--- config.mk ---
export PLATFORM = sky130hd
export DESIGN_NAME = mac_dot_stream_flat
export DESIGN_NICKNAME = d
export VERILOG_FILES = /design/src/rtl/mac_dot_pkg.sv /design/src/rtl/mac_dot_stream_if.sv /design/src/rtl/mac_dot_requant.sv /design/src/rtl/mac_dot_stream.sv /design/src/flat_wrapper.sv
export SDC_FILE = /design/constraint.sdc
export NUM_CORES = 1
export LEC_CHECK = 0
export ABC_AREA = 0
export BUFFER_PORTS_ARGS = -buffer_cell sky130_fd_sc_hd__buf_2
export CORE_AREA = 5 5 173 175
export DETAILED_ROUTE_END_ITERATION = 10
export DIE_AREA = 0 0 178 180
export GPL_ROUTABILITY_DRIVEN = 1
export PLACE_DENSITY = 0.79
export SLEW_MARGIN = 0
export SYNTH_ARGS = -nofsm -noshare
export SYNTH_HDL_FRONTEND = slang
export SYNTH_HIERARCHICAL = 1
export SYNTH_SLANG_ARGS = --single-unit
--- constraint.sdc ---
create_clock -name clk -period 3.4 [get_ports clk]
set_input_delay 0.17 -clock clk [delete_from_list [all_inputs] [get_ports clk]]
set_output_delay 0.17 -clock clk [all_outputs]
set_load 0.05 [all_outputs]
--- src/rtl/mac_dot_pkg.sv ---
// Shared types and defaults for the streaming dot-product MAC and its requantizer.
package mac_dot_pkg;

  typedef enum logic [1:0] {
    IDLE = 2'd0,
    ACC  = 2'd1,
    HOLD = 2'd2
  } state_t;

  localparam int unsigned DEF_DATA_WIDTH = 16;
  localparam int unsigned DEF_OUT_WIDTH  = 32;
  localparam int unsigned DEF_SHIFT      = 8;
  localparam int unsigned DEF_MAX_LEN    = 256;
  localparam int unsigned DEF_CNT_WIDTH  = 9;

  // Half-LSB of the post-shift result; zero when no shift is applied.
  function automatic logic [63:0] rnd_const(input int unsigned shift);
    return (shift == 0) ? 64'd0 : (64'd1 << (shift - 1));
  endfunction

endpackage

--- src/rtl/mac_dot_stream_if.sv ---
// Operand-in / result-out stream bundle for mac_dot_stream (slave = engine side).
interface mac_dot_stream_if
  import mac_dot_pkg::*;
#(
  parameter int unsigned DATA_WIDTH = DEF_DATA_WIDTH,
  parameter int unsigned OUT_WIDTH  = DEF_OUT_WIDTH,
  parameter int unsigned CNT_WIDTH  = DEF_CNT_WIDTH
);

  logic                         in_valid;
  logic                         in_ready;
  logic signed [DATA_WIDTH-1:0] in_a;
  logic signed [DATA_WIDTH-1:0] in_b;
  logic                         in_last;

  logic                         out_valid;
  logic                         out_ready;
  logic signed [DATA_WIDTH-1:0] out_data;
  logic signed [OUT_WIDTH-1:0]  out_acc;
  logic        [CNT_WIDTH-1:0]  out_beats;
  logic                         out_ovf;

  modport slave (
    input  in_valid, in_a, in_b, in_last, out_ready,
    output in_ready, out_valid, out_data, out_acc, out_beats, out_ovf
  );

  modport master (
    output in_valid, in_a, in_b, in_last, out_ready,
    input  in_ready, out_valid, out_data, out_acc, out_beats, out_ovf
  );

endinterface

--- src/rtl/mac_dot_requant.sv ---
// Round-half-up, arithmetic right shift and narrow of an accumulator value.
// MAC_DOT_SAT_EN selects clamping on narrow; otherwise plain truncation.
module mac_dot_requant
  import mac_dot_pkg::*;
#(
  parameter int unsigned OUT_WIDTH  = DEF_OUT_WIDTH,
  parameter int unsigned DATA_WIDTH = DEF_DATA_WIDTH,
  parameter int unsigned SHIFT      = DEF_SHIFT
) (
  input  logic signed [OUT_WIDTH-1:0]  i_sum,
  output logic signed [DATA_WIDTH-1:0] o_data
);

  localparam int unsigned EW = OUT_WIDTH + 1;

  logic signed [EW-1:0] w_ext;
  logic signed [EW-1:0] w_rnd;

  // One guard bit so the rounding add cannot wrap at the positive extreme.
  assign w_ext = {i_sum[OUT_WIDTH-1], i_sum};
  assign w_rnd = w_ext + $signed(EW'(rnd_const(SHIFT)));

`ifdef MAC_DOT_SAT_EN
  localparam logic signed [EW-1:0] SAT_MAX = EW'((64'd1 << (DATA_WIDTH - 1)) - 64'd1);
  localparam logic signed [EW-1:0] SAT_MIN = ~SAT_MAX;

  logic signed [EW-1:0] w_shr;

  assign w_shr = w_rnd >>> SHIFT;

  always_comb begin
    o_data = w_shr[DATA_WIDTH-1:0];
    if (w_shr > SAT_MAX) begin
      o_data = DATA_WIDTH'(SAT_MAX);
    end else if (w_shr < SAT_MIN) begin
      o_data = DATA_WIDTH'(SAT_MIN);
    end
  end
`else
  assign o_data = DATA_WIDTH'(w_rnd >>> SHIFT);
`endif

endmodule

--- src/rtl/mac_dot_stream.sv ---
// Streaming signed dot-product engine: accumulates a*b per vector, emits raw and
// requantized sums. Optional saturation on narrow via MAC_DOT_SAT_EN.
module mac_dot_stream
  import mac_dot_pkg::*;
#(
  parameter int unsigned DATA_WIDTH = DEF_DATA_WIDTH,
  parameter int unsigned OUT_WIDTH  = DEF_OUT_WIDTH,
  parameter int unsigned SHIFT      = DEF_SHIFT,
  parameter int unsigned MAX_LEN    = DEF_MAX_LEN,
  parameter int unsigned CNT_WIDTH  = DEF_CNT_WIDTH
) (
  input logic             clk,
  input logic             rst,
  mac_dot_stream_if.slave bus
);

  state_t r_state;
  state_t w_state_nxt;

  logic signed [OUT_WIDTH-1:0]    r_acc;
  logic        [CNT_WIDTH-1:0]    r_cnt;
  logic                           r_out_valid;
  logic signed [DATA_WIDTH-1:0]   r_out_data;
  logic signed [OUT_WIDTH-1:0]    r_out_acc;
  logic        [CNT_WIDTH-1:0]    r_out_beats;
  logic                           r_out_ovf;

  logic signed [2*DATA_WIDTH-1:0] w_prod;
  logic signed [OUT_WIDTH-1:0]    w_prod_ext;
  logic signed [OUT_WIDTH-1:0]    w_sum;
  logic        [CNT_WIDTH-1:0]    w_cnt_nxt;
  logic signed [DATA_WIDTH-1:0]   w_req;
  logic                           w_accept;
  logic                           w_at_max;
  logic                           w_term;
  logic                           w_out_hs;

  assign bus.in_ready  = (r_state != HOLD);
  assign bus.out_valid = r_out_valid;
  assign bus.out_data  = r_out_data;
  assign bus.out_acc   = r_out_acc;
  assign bus.out_beats = r_out_beats;
  assign bus.out_ovf   = r_out_ovf;

  assign w_prod     = (2*DATA_WIDTH)'(bus.in_a) * (2*DATA_WIDTH)'(bus.in_b);
  assign w_prod_ext = OUT_WIDTH'(w_prod);

  // IDLE substitutes zero for the stale accumulator so no explicit clear is needed.
  always_comb begin
    w_accept  = bus.in_valid & bus.in_ready;
    w_sum     = w_prod_ext;
    w_cnt_nxt = CNT_WIDTH'(1);
    if (r_state != IDLE) begin
      w_sum     = r_acc + w_prod_ext;
      w_cnt_nxt = r_cnt + CNT_WIDTH'(1);
    end
    w_at_max = (w_cnt_nxt == CNT_WIDTH'(MAX_LEN));
    w_term   = w_accept & (bus.in_last | w_at_max);
    w_out_hs = r_out_valid & bus.out_ready;
  end

  mac_dot_requant #(
    .OUT_WIDTH  (OUT_WIDTH),
    .DATA_WIDTH (DATA_WIDTH),
    .SHIFT      (SHIFT)
  ) u_requant (
    .i_sum  (w_sum),
    .o_data (w_req)
  );

  always_comb begin
    w_state_nxt = r_state;
    unique case (r_state)
      IDLE, ACC: begin
        if (w_accept) begin
          w_state_nxt = w_term ? HOLD : ACC;
        end
      end
      HOLD: begin
        if (w_out_hs) begin
          w_state_nxt = IDLE;
        end
      end
      default: w_state_nxt = IDLE;
    endcase
  end

  always_ff @(posedge clk or posedge rst) begin
    if (rst) begin
      r_state <= IDLE;
    end else begin
      r_state <= w_state_nxt;
    end
  end

  always_ff @(posedge clk or posedge rst) begin
    if (rst) begin
      r_acc       <= '0;
      r_cnt       <= '0;
      r_out_valid <= 1'b0;
      r_out_data  <= '0;
      r_out_acc   <= '0;
      r_out_beats <= '0;
      r_out_ovf   <= 1'b0;
    end else begin
      if (w_accept && !w_term) begin
        r_acc <= w_sum;
        r_cnt <= w_cnt_nxt;
      end
      if (w_term) begin
        r_out_valid <= 1'b1;
        r_out_data  <= w_req;
        r_out_acc   <= w_sum;
        r_out_beats <= w_cnt_nxt;
        r_out_ovf   <= w_at_max & ~bus.in_last;
      end else if (w_out_hs) begin
        r_out_valid <= 1'b0;
      end
    end
  end

endmodule

--- src/flat_wrapper.sv ---
// flat-port wrapper written by rule: the top's interface ports become plain ports
module mac_dot_stream_flat import mac_dot_pkg::*;
#(
  parameter int unsigned DATA_WIDTH = DEF_DATA_WIDTH,
  parameter int unsigned OUT_WIDTH  = DEF_OUT_WIDTH,
  parameter int unsigned SHIFT      = DEF_SHIFT,
  parameter int unsigned MAX_LEN    = DEF_MAX_LEN,
  parameter int unsigned CNT_WIDTH  = DEF_CNT_WIDTH
)
  (clk, rst, bus_in_valid, bus_in_a, bus_in_b, bus_in_last, bus_out_ready, bus_in_ready, bus_out_valid, bus_out_data, bus_out_acc, bus_out_beats, bus_out_ovf);
  mac_dot_stream_if #(.DATA_WIDTH(DATA_WIDTH), .OUT_WIDTH(OUT_WIDTH), .CNT_WIDTH(CNT_WIDTH)) bus_i ();
  input logic clk;
  input logic rst;
  input wire logic [$bits(bus_i.in_valid)-1:0] bus_in_valid;
  input wire logic [$bits(bus_i.in_a)-1:0] bus_in_a;
  input wire logic [$bits(bus_i.in_b)-1:0] bus_in_b;
  input wire logic [$bits(bus_i.in_last)-1:0] bus_in_last;
  input wire logic [$bits(bus_i.out_ready)-1:0] bus_out_ready;
  output wire logic [$bits(bus_i.in_ready)-1:0] bus_in_ready;
  output wire logic [$bits(bus_i.out_valid)-1:0] bus_out_valid;
  output wire logic [$bits(bus_i.out_data)-1:0] bus_out_data;
  output wire logic [$bits(bus_i.out_acc)-1:0] bus_out_acc;
  output wire logic [$bits(bus_i.out_beats)-1:0] bus_out_beats;
  output wire logic [$bits(bus_i.out_ovf)-1:0] bus_out_ovf;
  assign bus_i.in_valid = bus_in_valid;
  assign bus_i.in_a = bus_in_a;
  assign bus_i.in_b = bus_in_b;
  assign bus_i.in_last = bus_in_last;
  assign bus_i.out_ready = bus_out_ready;
  assign bus_in_ready = bus_i.in_ready;
  assign bus_out_valid = bus_i.out_valid;
  assign bus_out_data = bus_i.out_data;
  assign bus_out_acc = bus_i.out_acc;
  assign bus_out_beats = bus_i.out_beats;
  assign bus_out_ovf = bus_i.out_ovf;
  mac_dot_stream #(.DATA_WIDTH(DATA_WIDTH), .OUT_WIDTH(OUT_WIDTH), .SHIFT(SHIFT), .MAX_LEN(MAX_LEN), .CNT_WIDTH(CNT_WIDTH)) u_core (.clk(clk), .rst(rst), .bus(bus_i));
endmodule
[Word level (Yosys, flattened, before mapping)]
Cells that the tools add are included.
Word-level totals
  register bits after elaboration: 102
  latch bits: 0
  memory bits (writable): 0
  bits in read-only memories: 0
  input port bits: 37
  output and inout bits: 60
  word-level logic and storage cells: 39
  memories: 0
Cells by class
  $add $sub $neg: 3
  $mul: 1
  divide/modulo/power cells: 0
  order comparisons: 0
  equal/unequal tests: 6
  shifts and indexed selects: 0
  mux-type cells: 8
  bitwise operators: 6
  reductions and logical operators: 7
Operator list (number)
  adder 32 bit: 1
  multiplier 16 x 16 -> 32 bit: 1
  2-to-1 mux 32 bit: 1
  adder 24 x 9 -> 24 bit, second input constant: 1
  adder 9 x 1 -> 9 bit, second input constant: 1
  == test 9 bit, second input constant: 1
  2-to-1 mux 9 bit: 1
  2-to-1 mux 2 bit: 3
  AND 1 bit: 4
  inequality test 2 x 1 -> 1 bit, second input constant: 2
  case mux 2 bit (2 select lines): 1
  nonzero test 2 bit: 2
  == test 2 x 1 -> 1 bit, second input constant: 1
  == test 2 bit, second input constant: 1
  zero test 2 bit: 1
  2-to-1 mux 1 bit: 2
  inequality test 2 bit, second input constant: 1
  AND reduction 2 bit: 1
  OR reduction 2 bit: 1
  logical AND 1 bit: 1
  zero test 1 bit: 1
  inverter 1 bit: 1
  bitwise OR 1 bit: 1

[Longest topological paths before layout]
Gate-level depths: netlist of the first run.
  depth in word-level cells: 8
  mapped depth: 36
  gate-level depth less buffers: 35

[Hierarchy]
Netlist of the first run, hierarchy kept.
By module, submodules not included
  mac_dot_stream: times used 1, cells an instance 1724, area each 15655.0 µm², sequential area each 2552.4 µm²
  mac_dot_requant: times used 1, cells an instance 44, area each 377.9 µm², sequential area each 0.0 µm²

[Worst setup path before layout of the first run]
No wires, ideal clock.
  kind: in2reg
  from: in bus_in_b[1]
  to: reg u_core.r_out_data[15] (netlist: u_core/bus.out_data[15])
  library setup time: 0.066 ns
  arrival time: 7.396 ns
  data required time: 3.334 ns
  slack: -4.062 ns
  stages: 31
  path buffers: 1
  path through: clkbuf_1 -> nand2_1 -> fa_1 -> fa_1 -> fa_1 -> inv_1 -> fa_1 -> fa_1 -> inv_1 -> fa_1 -> inv_1 -> ha_1 -> a21oi_1 -> o21ai_0 -> nand2b_1 -> a21o_1 -> a21oi_1 -> xnor2_1 -> ha_1 -> a211oi_2 -> nor2_1 -> or3_4 -> or4b_4 -> o21ai_0 -> xor2_1 -> o21ai_0 -> nand4_1 -> nor4_4 -> xor2_1 -> nand2_1 -> nand2_1
Between the ends
  cells in the longest elaborated chain, start to end: 4
Ends and longest elaborated chain
  start, declared: RTL line flat_wrapper.sv:16  | input wire logic [$bits(bus_i.in_b)-1:0] bus_in_b;
  multiplier 16 x 16 -> 32 bit (*): RTL line mac_dot_stream.sv:45  | assign w_prod = (2*DATA_WIDTH)'(bus.in_a) * (2*DATA_WIDTH)'(bus.in_b);
  adder 32 bit: RTL line mac_dot_stream.sv:54  | w_sum = r_acc + w_prod_ext;
  2-to-1 mux 32 bit (*): RTL line mac_dot_stream.sv:53  | if (r_state != IDLE) begin
  via u_core.w_sum[22]: RTL line mac_dot_stream.sv:30  | logic signed [OUT_WIDTH-1:0] w_sum;
  adder 24 x 9 -> 24 bit (*): RTL line mac_dot_requant.sv:21  | assign w_rnd = w_ext + $signed(EW'(rnd_const(SHIFT)));
  via u_core.w_req[15]: RTL line mac_dot_stream.sv:32  | logic signed [DATA_WIDTH-1:0] w_req;
  end signal, assigned: RTL line mac_dot_stream.sv:112  | r_out_data <= w_req;
  end, declared: RTL line mac_dot_stream.sv:23  | logic signed [DATA_WIDTH-1:0] r_out_data;
Mark *: on every way through the listed nets, which the timed path passes. The rest lies on a longest branch.
A chain may end at the register's enable or synchronous reset.

[Final worst setup path of the first run]
  from: in bus_in_b[4]
  to: reg u_core.r_out_data[15] (netlist: u_core/bus.out_data[15])
Same word-level chain as after synthesis.

==> results of run 1 <==
==> state kept, by name (all words and copies together), names as in the netlist <==
name and count:
u_core/bus.out_acc 32, u_core/bus.out_beats 9, u_core/bus.out_data 16, u_core/bus.out_ovf 1
u_core/bus.out_valid 1, u_core/r_acc 32, u_core/r_cnt 9, u_core/r_state 2
==> per-layer routing <==
layer | vias to the layer above | global-route usage, % | routed length (um)
met5 | - | 0 | 0
met3 | 265 | 3.00 | 4060
met2 | 909 | 49.8 | 26100
li1 | 6268 | - | -
met4 | 0 | 8.79 | 3030
met1 | 7350 | 39.6 | 19900
==> final cells by class <==
class | instances | area (um2)
multi-input cells | 1285 | 13800
fillers | 1536 | 6380
repair buffers | 453 | 3590
flip-flops and latches | 102 | 2550
inverters | 316 | 1190
well taps | 384 | 480
clock buffers | 9 | 225
clock inverters | 7 | 91.3
==> repair_timing <==
item | 4_1_cts | 5_1_grt
hold endpoints to repair | 50 | 0
buffers inserted | 41 | 35
gates resized for setup | 181 | 170
hold buffers | 2 | 0
pin swaps | 73 | 106
endpoints found under the setup margin | 72 | 72
==> worst register-to-register path, delay by kind of cell, from the launching register on <==
kind | cells | cell delay (ns)
adders and majority gates | 2 | 0.67
AOI/OAI and AO/OA | 5 | 1.11
and+or+nand+nor | 7 | 0.88
xor gates and xnor gates | 2 | 0.31
buffers and inverters | 3 | 0.55
DFF | 1 | 0.40
==> worst paths after layout <==
path / endpoint / slack (ns) / cells after the start
max in group asynchronous: u_core/bus.out_acc[24] / 2.11 / 4
worst max-delay path: u_core/bus.out_data[15] / -4.09 / 34
min in group asynchronous: u_core/bus.out_beats[7] / 0.45 / 3
worst min-delay path: u_core/bus.out_valid / 0.03 / 2
worst max register to register: u_core/bus.out_data[11] / -0.58 / 19
worst min register to register: u_core/bus.out_beats[3] / 0.48 / 2
==> stage by stage <==
stage	cells	utilization (%)	instance area (um2)
floorplan	1759	-	16700
global placement	2466	68.8	19500
detailed placement	2466	68.8	19500
CTS	2525	73.8	20900
global route	2556	77.5	21900
finish	2556	77.5	21900
==> cells in the final DEF (no fill, tap or decap), types with 7 or more instances in the layout <==
master / n
o21ai_1: 16
mux2_2: 13
and2_4: 25
nand2_1: 263
nand2_2: 17
fa_1: 252
xnor2_2: 25
inv_1: 286
a21oi_1: 38
buf_2: 75
mux2_4: 29
a211oi_1: 7
a21o_1: 11
ha_4: 37
dfrtp_1: 102
buf_6: 67
nand3_1: 9
fa_2: 11
buf_4: 295
nor2_1: 45
xnor2_1: 26
nor2_2: 9
a21oi_2: 15
ha_1: 75
nand2b_1: 13
clkbuf_16: 9
inv_2: 27
o21a_1: 12
xor2_1: 23
a21oi_4: 13
o211ai_1: 7
and2_1: 104
o21bai_1: 8
buf_12: 8
o21ai_0: 32
o21ai_2: 25
==> key figures, run 1 <==
Place
  – Routability cong.: 0.918
  – Port buffer count: 96
  – HPWL after detailed placement: 33.7 mm
  – Dpl ws: -4.42 ns

Timing
  – Slew HR: 52.4%
  – Hold_ws: 0.0285 ns
  – RSZ-0062 raised after global routing: true
  – Fmax: 134 MHz
  – Final Skew: 0.0113 ns
  – Post-route clock period utilization: 220%
  – Sum Neg Setup Slack: -223.90 ns
  – Tmin final: 7.49 ns
  – Fin. Hold Viols: 0
  – Slew Viols, Final: 0
  – Final setup fails: 72
  – Final worst slack: -4.09 ns
  – Slew of the pin with the lowest slew margin: 0.715 ns

Worst setup path
  – Kind of critical path: in -> reg
  – Delay-heaviest family, CP: adder cells
  – Worst Path Required: 3.69 ns
  – CP startpoint: bus_in_b[4]
  – Critical Path Max Stage Delay: 0.61 ns
  – CP Max Fanout: 4
  – Crit Reg-Reg Startpoint: u_core/r_acc[0]
  – Most common cell on crit path: inv_2
  – Worst EP arrival: 7.78 ns
  – Crit. End Element: flip-flop
  – Worst setup SP type: input port
  – Slowest CP cell: fa_1
  – Buffers & Inverters on Critical Path: 8

Route
  – Routed length per placed instance: 20.8 um
  – DRT Wirelength: 53.1 mm
  – DRT iter0 DRCs: 1253
  – DRT Pass-1 Iters: 5
  – Remaining DRCs: 0
  – Via density: 5.79
  – Routed vias: 14800
  – Routed Antenna Nets: 0

CTS
  – Num CTS Buffers: 9
  – Clk_lat worst skew: 0.36 ns
  – CTS tree: yes
  – Clk root buf: clkbuf_16
  – CTS max path bufs: 2
  – Clock transition at path regs: 0.07 ns
  – H-tree depth: 3
  – CTS Sinks: 102

Layout
  – Area delta synth->final: 37.1%
  – Share of cells above drive strength 1: 36.7%
  – # diodes: 0
  – # nets final: 2584

Global routing
  – Vias in the first global route: 15200
  – Global-route wire length before repair: 76.7 mm
  – Initial antenna violation count: 0
  – Grt ovf: 0
  – Total Routing Usage GR: 29.2%
  – Maximum number of pins on one net before global-route repair: 52

Die
  – DIE AREA: 0.0320 mm2
  – Die Width: 178 um
  – Initial core utilization: 56.5%
  – Row Count: 62
  – I/O pin cnt: 97
  – Core area: 0.0283 mm2
  – Die height: 180 um

Min path
  – Hold Path Origin: bus_out_ready
  – Min-Delay Path Class: in -> reg

Yosys
  – Syn Area/Cell: 9.10 um2
  – Synth Warn #: 6
  – Mapped Cells: 1759
  – Syn Nets: 2176
  – Post-synthesis cell area: 0.0160 mm2

Status
  – Failing checks: setup timing
  – Status: finished with violations

Flow run
  – Max-Cap Viols: 0
Power of run 1 is left out: the tool's default activity adds up to more than one toggle a clock period on the data nets, which glitch-free logic cannot reach.
==> run 2: changes to the inputs <==
SETUP_SLACK_MARGIN = 0.02   (was unset)
clock period = 6.35 ns   (was 3.4 ns; I/O delays follow)
==> run 2 against run 1 <==
Compared with the run above:
- the flow still finishes with violations (setup timing)
- global-route usage down 2.4 points
- final cell count down 1.7%
- via count down 4.9%
- routed wire length fell by 11%
- flip-flop and latch count unchanged
- critical path type unchanged
==> key figures, run 2 (synthesized netlist as in run 1, its figures left out) <==
Timing
  – Final worst slack: -1.34 ns
  – RSZ-0062 raised after global routing: true
  – Hold_ws: 0.0672 ns
  – Fin. Hold Viols: 0
  – Final Skew: 0.00964 ns
  – Slew HR: 14.8%
  – Slew of the pin with the lowest slew margin: 1.27 ns
  – Fmax: 130 MHz
  – Slew Viols, Final: 0
  – Final setup fails: 48
  – Sum Neg Setup Slack: -38.46 ns
  – Tmin final: 7.69 ns
  – Post-route clock period utilization: 121%

Worst setup path
  – Register-to-register setup slack: 2.19 ns
  – Worst setup SP type: input port
  – Worst reg2reg path depth: 16
  – Most common cell on crit path: fa_1
  – Crit Reg-Reg Startpoint: u_core/r_acc[0]
  – Worst Path Required: 6.59 ns
  – R2r endpoint: u_core/bus.out_data[13]
  – Worst EP arrival: 7.92 ns
  – Crit. End Element: flip-flop
  – Critical Path Max Stage Delay: 0.57 ns
  – Slowest CP cell: fa_1
  – CP Max Fanout: 4
  – Kind of critical path: in -> reg

Place
  – HPWL after detailed placement: 32.2 mm
  – Dpl ws: -1.55 ns
  – Port buffer count: 96
  – Placed Cells incl. Taps: 2434
  – Routability cong.: 0.898

CTS
  – CTS max path bufs: 2
  – Num CTS Buffers: 9
  – Clock transition at path regs: 0.08 ns
  – CTS Sinks: 102
  – CTS tree: yes
  – H-tree depth: 3
  – Clk root buf: clkbuf_16
  – Clk_lat worst skew: 0.35 ns

Global routing
  – Grt ovf: 0
  – Global-route wire length before repair: 71.3 mm
  – Initial antenna violation count: 0
  – Maximum number of pins on one net before global-route repair: 57
  – Total Routing Usage GR: 26.9%
  – Vias in the first global route: 14800

Die
  – Core area: 0.0283 mm2
  – Die height: 180 um
  – Row Count: 62
  – Initial core utilization: 56.5%
  – I/O pin cnt: 97
  – Die Width: 178 um
  – DIE AREA: 0.0320 mm2

Layout
  – Share of cells above drive strength 1: 32.4%
  – Sequential cell area: 0.00255 mm2
  – Area delta synth->final: 31.3%
  – Most frequent cells in the layout: inv_1 (292), buf_4 (269), nand2_1 (264), fa_1 (255), and2_1 (112)
  – Commonest non-fill, non-tap cell in the layout: inv_1
  – # nets final: 2540
  – Multi-input logic area: 0.0133 mm2
  – # diodes: 0
  – Fill cell count: 1753
  – Finished Layout Cells: 2512

Route
  – DRT Wirelength: 47.5 mm
  – Remaining DRCs: 0
  – Routed vias: 14100
  – Routed Antenna Nets: 0
  – DRT iter0 DRCs: 955
  – DRT Pass-1 Iters: 5
  – Via density: 5.60
  – Routed length per placed instance: 18.9 um

Status
  – Failing checks: setup timing
  – Status: finished with violations

Min path
  – Min-Delay Path Class: in -> async

Flow run
  – Max-Cap Viols: 0
==> run 2: worst max-delay path: cells and delay by family <==
family	cells	cell delay (ns)
compound gates	10	2.10
simple gates	6	1.32
buf+inv	7	0.58
mux	1	0.26
fa+ha+maj	8	3.19
xor+xnor	1	0.15
==> run 2: routing by layer <==
layer	wire length, um	share of wire [%]	vias to the layer above	global-route usage, %
met3	3000	6.3	191	2.92
li1	-	-	6170	-
met1	18400	39	6969	36.7
met2	24100	51	744	45.3
met5	0	0	-	0
met4	2040	4.3	0	8.26
==> run 2: repair_timing <==
action / 4_1_cts / 5_1_grt
cloned: 1 / 0
hold endpoints to repair: 0 / 0
pin swaps: 35 / 95
setup buffers: 34 / 36
resized for setup: 119 / 156
endpoints found under the setup margin: 48 / 53
hold buffers: 0 / 0
==> run 2: metrics by stage <==
step           utilization [%]  area (um2)
2_1_floorplan                -       16400
3_3_place_gp              67.2       19000
3_5_place_dp              67.2       19000
4_1_cts                   71.0       20100
5_1_grt                   74.2       21000
6_report                  74.2       21000
==> run 2: worst max path at each step <==
| stage | depth (start not counted) | slack, ns | startpoint | endpoint |
|---|---|---|---|---|
| floorplan | 28 | -0.99 | bus_in_a[6] | u_core/bus.out_acc[30] |
| global placement | 30 | -1.37 | bus_in_b[4] | u_core/bus.out_acc[30] |
| detailed placement | 30 | -1.55 | bus_in_b[4] | u_core/bus.out_acc[30] |
| CTS | 29 | -0.98 | bus_in_b[4] | u_core/r_acc[30] |
| global route | 33 | -1.51 | bus_in_a[7] | u_core/r_acc[30] |
| finish | 33 | -1.34 | bus_in_a[7] | u_core/r_acc[30] |
==> run 2: final cells by class <==
type	count	area share [%]
multi-input combinational	1285	63.1
clock buffer	10	1.14
tap	384	2.29
clock inverter	6	0.369
sequential	102	12.2
timing repair buffer	409	15.2
inverter	316	5.68
Power of run 2 is left out for the same reason.
==> run 3: changes to the inputs <==
REMOVE_ABC_BUFFERS = 1   (was unset)
==> run 3 against run 2 <==
Compared with the run above:
- non-clock buffer count up 13
- clock skew rose by 0.0021 ns
- setup slack better by 0.15 ns
- critical path depth rose by 1
- largest cell class unchanged
- worst hold slack better by 0.082 ns
- register-to-register slack better by 0.09 ns
- utilization up 1.0 points
- the flow still finishes with violations (setup timing)
- design area up 1.4%
- final cell count grew 0.48%
- via count is 3.9% higher
==> key figures, run 3 (synthesized netlist as in run 1, its figures left out) <==
Place
  – Port buffer count: 96
  – HPWL after detailed placement: 32.5 mm
  – Routability cong.: 0.881
  – Placed Cells incl. Taps: 2442
  – Dpl ws: -1.54 ns
  – Placed Area: 0.0187 mm2

Worst setup path
  – Worst Path Required: 6.59 ns
  – Worst setup SP type: input port
  – Worst EP arrival: 7.78 ns
  – Critical Path Max Stage Delay: 0.54 ns
  – CP Max Fanout: 8
  – Slowest CP cell: fa_1
  – Kind of critical path: in -> reg
  – Most common cell on crit path: fa_1
  – Crit. End Element: flip-flop

Die
  – Core area: 0.0283 mm2
  – I/O pin cnt: 97
  – DIE AREA: 0.0320 mm2
  – Initial core utilization: 56.5%
  – Row Count: 62
  – Die height: 180 um
  – Die Width: 178 um

Min path
  – Min-Delay Path Class: in -> reg

Layout
  – Final core utilization: 75.2%
  – # diodes: 0
  – Share of cells above drive strength 1: 34.3%
  – Finished Layout Cells: 2524
  – Post-route cell area: 0.0213 mm2
  – # nets final: 2553
  – Area delta synth->final: 33.1%
  – Most frequent cells in the layout: inv_1 (291), buf_4 (269), nand2_1 (264), fa_1 (249), and2_1 (105)
  – Commonest non-fill, non-tap cell in the layout: inv_1

Route
  – Routed Antenna Nets: 0
  – DRT iter0 DRCs: 1391
  – Remaining DRCs: 0
  – Routed vias: 14600
  – DRT Pass-1 Iters: 6
  – Via density: 5.79
  – Routed length per placed instance: 20.3 um
  – DRT Wirelength: 51.2 mm

Global routing
  – Maximum number of pins on one net before global-route repair: 72
  – Grt ovf: 0
  – Global-route wire length before repair: 72.7 mm
  – Initial antenna violation count: 0
  – Total Routing Usage GR: 27.3%
  – Vias in the first global route: 14900

CTS
  – Clock transition at path regs: 0.07 ns
  – CTS tree: yes
  – CTS Sinks: 102
  – CTS max path bufs: 2
  – Num CTS Buffers: 9
  – Clk_lat worst skew: 0.36 ns
  – Clk root buf: clkbuf_16
  – H-tree depth: 3

Timing
  – Post-route clock period utilization: 119%
  – Fin. Hold Viols: 0
  – Final Skew: 0.0117 ns
  – Slew HR: 11.8%
  – Slew Viols, Final: 0
  – RSZ-0062 raised after global routing: true
  – Fmax: 133 MHz
  – Tmin final: 7.53 ns
  – Final worst slack: -1.18 ns
  – Slew of the pin with the lowest slew margin: 1.32 ns
  – Final setup fails: 55

Status
  – Failing checks: setup timing
  – Status: finished with violations

Flow run
  – Max-Cap Viols: 0
-- run 3: timing repair --
item	in CTS	in global routing
buffers inserted	32	42
endpoints found under the hold margin	31	0
setup endpoints to repair	50	55
pin swaps	71	105
hold buffers	1	0
resized for setup	215	208
-- run 3: path summary, 6_finish.rpt --
path | startpoint | to | slack (ns) | depth (start not counted)
max | bus_in_b[6] | u_core/bus.out_acc[31] | -1.18 | 34
min | bus_in_last | u_core/bus.out_ovf | 0.15 | 2
max reg2reg | u_core/r_acc[0] | u_core/bus.out_data[14] | 2.28 | 18
min reg2reg | u_core/bus.out_beats[4] | u_core/bus.out_beats[4] | 0.48 | 2
max in group asynchronous | rst | u_core/r_acc[5] | 4.55 | 4
min in group asynchronous | rst | u_core/bus.out_acc[27] | 0.54 | 3
-- run 3: worst max-delay path, delay by kind of cell --
family / cells / cell delay, ns
buf+inv: 7 / 0.62
simple gates: 6 / 0.98
mux: 1 / 0.29
fa+ha+maj: 8 / 3.62
xor+xnor: 2 / 0.43
compound gates: 10 / 1.51
-- run 3: through the flow --
step	hold WS, ns	setup TNS, ns
finish	0.149	-38.88
global route	0.155	-46.17
CTS	0.142	-24.38
detailed placement	0.360	-53.84
global placement	0.355	-49.43
floorplan	0.402	-22.59
-- run 3: cell type report --
type | instances | area (um2)
Clock inverter | 6 | 95.1
Fill cell | 1680 | 7010
Clock buffer | 9 | 225
Sequential cell | 102 | 2550
Multi-Input combinational cell | 1285 | 13400
Tap cell | 384 | 480
Inverter | 316 | 1190
Timing Repair Buffer | 422 | 3340
-- run 3: layer usage --
layer	up-vias	global-route usage, %	share of wire [%]
met1	7282	36.3	37
met2	842	47.6	50
met5	-	0	0
met3	289	2.92	6.6
li1	6209	-	-
met4	0	7.43	6.0
Power of run 3 is left out for the same reason.
